**src/rtl/alu_share_arb.sv**
```systemverilog
// Round-robin front end that shares one pipelined two-stage ALU between two requesters.
// Illegal opcodes are kept off the ALU. Each result returns tagged with the requester id.
module alu_share_arb #(
  parameter int W   = 8,
  parameter int LAT = 2
) (
  input  logic         ck,
  input  logic         rst_n,
  input  logic         req0,
  input  logic         req1,
  input  logic [3:0]   op0,
  input  logic [3:0]   op1,
  input  logic [W-1:0] a0,
  input  logic [W-1:0] a1,
  input  logic [W-1:0] b0,
  input  logic [W-1:0] b1,
  output logic         gnt0,
  output logic         gnt1,
  output logic [W-1:0] alu_a,
  output logic [W-1:0] alu_b,
  output logic [3:0]   alu_ctr,
  input  logic [W-1:0] alu_o,
  output logic         rsp_valid,
  output logic         rsp_id,
  output logic         rsp_err,
  output logic [W-1:0] rsp_data
);

  typedef struct packed {
    logic valid;
    logic id;
    logic err;
  } tag_t;

  logic         r_last_id;
  tag_t         r_tag [LAT];
  logic         w_gnt_any;
  logic         w_gnt_id;
  logic         w_legal;
  logic [3:0]   w_op;
  logic [W-1:0] w_a;
  logic [W-1:0] w_b;

  // With both requesting, the requester that was not served last wins.
  assign gnt0      = rst_n & req0 & (~req1 | r_last_id);
  assign gnt1      = rst_n & req1 & (~req0 | ~r_last_id);
  assign w_gnt_any = gnt0 | gnt1;
  assign w_gnt_id  = gnt1;

  assign w_op = w_gnt_id ? op1 : op0;
  assign w_a  = w_gnt_id ? a1  : a0;
  assign w_b  = w_gnt_id ? b1  : b0;

  // Implemented opcodes: 0000, 0001 and the whole 1xxx group.
  assign w_legal = w_op[3] | (w_op[2:1] == 2'b00);

  // NOTE: every output gets a default first so this block cannot infer a latch.
  always_comb begin
    alu_a   = '0;
    alu_b   = '0;
    alu_ctr = 4'b0000;
    if (w_gnt_any && w_legal) begin
      alu_a   = w_a;
      alu_b   = w_b;
      alu_ctr = w_op;
    end
  end

  // NOTE: state uses non-blocking assignments so every stage shifts off the same edge.
  // NOTE: the tag pipe is reset on purpose, because discarding in-flight ops relies on it.
  always_ff @(posedge ck or negedge rst_n) begin
    if (!rst_n) begin
      r_last_id <= 1'b1;
      for (int i = 0; i < LAT; i++) begin
        r_tag[i] <= '0;
      end
    end else begin
      if (w_gnt_any) begin
        r_last_id <= w_gnt_id;
      end
      r_tag[0] <= '{valid: w_gnt_any,
                    id:    w_gnt_any & w_gnt_id,
                    err:   w_gnt_any & ~w_legal};
      for (int i = 1; i < LAT; i++) begin
        r_tag[i] <= r_tag[i-1];
      end
    end
  end

  // The last tag stage lines up with the ALU result, which is registered here one cycle later.
  always_ff @(posedge ck or negedge rst_n) begin
    if (!rst_n) begin
      rsp_valid <= 1'b0;
      rsp_id    <= 1'b0;
      rsp_err   <= 1'b0;
      rsp_data  <= '0;
    end else begin
      rsp_valid <= r_tag[LAT-1].valid;
      rsp_id    <= r_tag[LAT-1].id;
      rsp_err   <= r_tag[LAT-1].err;
      rsp_data  <= (r_tag[LAT-1].valid && !r_tag[LAT-1].err) ? alu_o : '0;
    end
  end

endmodule

```
**config.mk**
```make
export PLATFORM = sky130hd
export DESIGN_NAME = alu_share_arb
export DESIGN_NICKNAME = d
export VERILOG_FILES = /design/src/rtl/alu_share_arb.sv
export SDC_FILE = /design/constraint.sdc
export NUM_CORES = 1
export LEC_CHECK = 0
export BUFFER_PORTS_ARGS = -buffer_cell sky130_fd_sc_hd__buf_2
export CAP_MARGIN = 15
export CORE_MARGIN = 10
export CORE_UTILIZATION = 39
export CTS_CLUSTER_DIAMETER = 100
export DETAILED_ROUTE_END_ITERATION = 10
export PLACE_DENSITY = 0.8
export SLEW_MARGIN = 0
export SYNTH_ARGS = -nofsm -noshare
export SYNTH_HDL_FRONTEND = slang
export SYNTH_SLANG_ARGS = --single-unit
```
**constraint.sdc**
```tcl
create_clock -name ck -period 3.05 [get_ports ck]
set_input_delay 0.1525 -clock ck [delete_from_list [all_inputs] [get_ports ck]]
set_output_delay 0.1525 -clock ck [all_outputs]
set_load 0.01 [all_outputs]
```
== After elaboration in Yosys (flattened, before gate mapping) ==
Cells that the tools add are included.
Cells by class
  muxes and demuxes: 7
  bitwise gates (word level): 14
  reduce and logical (&&, ||, !) cells: 4
Operator list (count)
  8-bit 2-to-1 mux: 5
  4-bit 2-to-1 mux: 2
  1-bit AND: 6
  1-bit inverter: 4
  1-bit bitwise OR: 4
  1-bit logical AND: 2
  2-bit zero test: 1
  1-bit zero test: 1
Storage, ports and cells
  register bits: 18
  input bits: 52
  output and inout port bits: 33
  logic and storage cells: 36

== Depth between registers and ports, before layout ==
  depth in word-level cells: 8
  mapped depth: 6
  mapped depth without buffers: 4

== Worst setup path before layout ==
OpenSTA, ideal clock, no wires.
  kind: flip-flop to output port
  start point: register r_last_id
  end point: output alu_a[5]
  arrival: 1.214 ns
  required time: 2.897 ns
  setup slack: 1.683 ns
  stages on the path, launching flop included: 6
  buffers on the path: 2
  cells stage by stage: dfstp_2 and2_1 buf_6 nor2_4 buf_6 o22ai_1
On the way
  word-level cells in the longest chain between the ends: 8
  elaborated cells on any way between the ends: 12
  classes of those cells: 3 x mux; 7 x bitwise; 2 x reduce/logical
RTL lines
  from (decl): line 35  | logic r_last_id;
  from (signal assigned): line 79  | r_last_id <= w_gnt_id;
  1-bit inverter *: line 46  | assign gnt1 = rst_n & req1 & (~req0 | ~r_last_id);
  1-bit bitwise OR *: line 46
  1-bit AND *: line 46
  named net gnt1: line 18  | output logic gnt1,
  4-bit 2-to-1 mux: line 50  | assign w_op = w_gnt_id ? op1 : op0;
  2-bit zero test: line 55  | assign w_legal = w_op[3] | (w_op[2:1] == 2'b00);
  1-bit bitwise OR: line 55
  1-bit logical AND: line 62  | if (w_gnt_any && w_legal) begin
  8-bit 2-to-1 mux *: line 62
  to (decl): line 19  | output logic [W-1:0] alu_a,
Mark *: on every way through the listed nets, which the timed path passes. The rest lies on a longest branch.

== Worst setup path after layout ==
  start point: input rst_n
  end point: output alu_b[4]
On the way
  word-level cells in the longest chain between the ends: 7
  elaborated cells on any way between the ends: 11
  classes of those cells: 3 x mux; 6 x bitwise; 2 x reduce/logical
RTL lines
  from (decl): line 8  | input logic rst_n,
  1-bit AND (2 in a row): line 46
  4-bit 2-to-1 mux: line 50
  2-bit zero test: line 55
  1-bit bitwise OR: line 55
  1-bit logical AND: line 62
  8-bit 2-to-1 mux *: line 62
  to (decl): line 20  | output logic [W-1:0] alu_b,
Mark *: on every way between the ends. The rest lies on a longest branch, timed or not.

==> impl_metrics.toml <==
[placed_design]
gp_congestion = 0.749
portBuffers = 84
dp_hpwl_um = 2800

[global_route]
grt_pass1_vias = 1287
grt_usage_pct = 13.1
antenna_found_initial = 0
grt_overflow = 0
grt_pass1_wl_um = 5730
grt_max_degree = 23

[final_layout]
final_core_util_pct = 58.1
syn_to_final_growth_pct = 39.8
layout_common_cells = "84 x buf_2, 35 x nand3_1, 17 x o22ai_1, 17 x dfrtp_1, 9 x and2_1"
drive_gt1_share_pct = 48.2
fin_nets = 248
final_common_cell = "buf_2"
antennaDiodeCount = 0

[die]
die_area_sq_um = 5130
initial_core_util_pct = 41.5
fp.dieW_um = 71.6
rows = 18
core-area_sq_um = 2500
die_height_um = 71.6
pin_count = 85

[synthesis]
seq_area_frac_synth_pct = 43.5
synth.avg_cell_area_sq_um = 8.95
syn_inst = 116
yosys_warnings = 0
syn_area_sq_um = 1040
yosysUniqueCellTypes = 26
synth_nets = 168
ys_ff_latch = 18

[worst_setup_path]
cp_max_fo = 22
cp_common_cell = "buf_2"
slowest_stage = "dlygate4sd3_1"
cp_cell_sequence = "dlygate4sd3_1 > buf_2 > o21ai_2 > inv_2 > nand2_2 > o22ai_1 > buf_2"
path_delay_family = "buffers and inverters"
cp-end-kind = "primary output"
max_stage_delay_ns = 0.52
critical_path_buf_inv_count = 4
cp.arrival_ns = 2.14
crit_path_start_kind = "primary input"
path_class = "primary input to primary output"
crit_required_ns = 2.90

[power]
p_leak_uw = 0.000761
pwr_density_cell_nw_per_um2 = 368
ir_drop_mv = 0.268

[timing]
setup_viol = 0
max_freq_mhz = 437
min_period_ns = 2.29
whs_ns = 0.0735
slew_headroom_pct = 55.8
finalMaxSlewViolations = 0
clock_skew_ns = 0.00185
rsz0062_at_grt = "no"
fin_crit_sh_pct = 75.1
finalSetupTns_ns = 0
final-hold-violation-count = 0
tightestPinTransition_ns = 0.662

[cts]
clock-root-buffer = "clkbuf_4"
clock_latency_ns = 0.28
cts.path.max_buffers = 2
clkTransAtPathRegs_ns = 0.09
htree_levels = 1
cts_resized = 0
cts_tree = "built"
numCtsBuffers = 3
ctsHoldBuffers = 1
cts_setup_buffers = 0
cts_sinks = 18

[drt]
dr.pass1.iters = 5
vias_per_cell = 5.21
wire_per_inst_um = 15.2
via_count = 1173
drt-initial-drc-count = 47
finalWirelength_um = 3410
drcViolationCount = 0
ant_nets = 0

[flow_run]
max-cap-violations = 0

[run_status]
status = "completed"

[worst_hold_path]
hp-class = "primary input to flip-flop"
==> registers in the layout, summed over array words and instances, names as in the netlist <==
name and count:
r_last_id 1, r_tag 6, rsp_data 8, rsp_err 1, rsp_id 1, rsp_valid 1
==> path summary, 6_finish.rpt <==
check / startpoint / end / slack (ns) / depth (start not counted)
max in group asynchronous: rst_n / r_last_id / 2.38 / 2
hold / removal: alu_o[0] / rsp_data[0] / 0.07 / 2
min in group asynchronous: rst_n / rsp_id / 0.34 / 2
setup reg to reg: r_last_id / r_tag[3] / 1.63 / 3
hold reg to reg: r_tag[5] / r_tag[2] / 0.35 / 0
setup / recovery: rst_n / alu_b[4] / 0.76 / 7
==> kinds of logic after synthesis <==
kind of cell	synth area share, %
AOI/OAI and AO/OA	19.2
buffers and inverters	8.55
and+or+nand+nor	28.8
DFF	43.5
==> cell usage after synthesis <==
| library cell | number | share of area (%) |
|---|---|---|
| a21oi_1 | 5 | 2.4 |
| and2_1 | 9 | 5.4 |
| and2_2 | 1 | 0.72 |
| buf_2 | 2 | 0.96 |
| buf_4 | 1 | 0.72 |
| buf_6 | 5 | 5.4 |
| clkbuf_1 | 2 | 0.72 |
| dfrtp_1 | 17 | 41 |
| dfstp_2 | 1 | 2.5 |
| inv_1 | 1 | 0.36 |
| inv_2 | 1 | 0.36 |
| nand2_1 | 4 | 1.4 |
| nand2_2 | 1 | 0.60 |
| nand3_1 | 35 | 17 |
| nand4_1 | 2 | 1.2 |
| nor2_1 | 1 | 0.36 |
| nor2_4 | 1 | 1.1 |
| nor2b_1 | 1 | 0.60 |
| nor3_1 | 1 | 0.48 |
| o211ai_1 | 2 | 1.4 |
| o21a_1 | 1 | 0.72 |
| o21ai_0 | 2 | 0.96 |
| o21ai_2 | 1 | 0.84 |
| o21bai_1 | 1 | 0.72 |
| o21bai_4 | 1 | 1.8 |
| o22ai_1 | 17 | 10 |
==> metrics by stage <==
| step | setup slack [ns] | std cells | power, uW | instance area [sq um] |
|---|---|---|---|---|
| floorplan | 1.68 | 116 | 361 | 1040 |
| detailed placement | 1.26 | 220 | 426 | 1420 |
| global placement | 1.36 | 220 | 421 | 1420 |
| global route | 0.530 | 225 | 573 | 1450 |
| finish | 0.759 | 225 | 534 | 1450 |
| CTS | 0.715 | 225 | 544 | 1450 |
==> power by group <==
| part | total (uW) | switching (uW) | internal (uW) |
|---|---|---|---|
| clock network | 113 | 62.7 | 50.7 |
| registers | 262 | 6.34 | 256 |
| logic | 159 | 92.2 | 66.3 |
==> layer usage <==
| metal | global-route usage, % | part of all wire [%] | up-vias |
|---|---|---|---|
| li1 | - | - | 586 |
| met1 | 13.5 | 38 | 516 |
| met2 | 21.5 | 48 | 65 |
| met3 | 7.58 | 12 | 6 |
| met4 | 4.95 | 1.5 | 0 |
| met5 | 0 | 0 | - |
==> final cells by class <==
cell class                 instances  area, sq um
clock buffer                       4         26.3
fill                             243         1050
inverter                           2         7.51
multi-input combinational         86          498
sequential                        18          452
tap                               30         37.5
timing repair buffer              85          430
(Power assumes the default switching activity.)
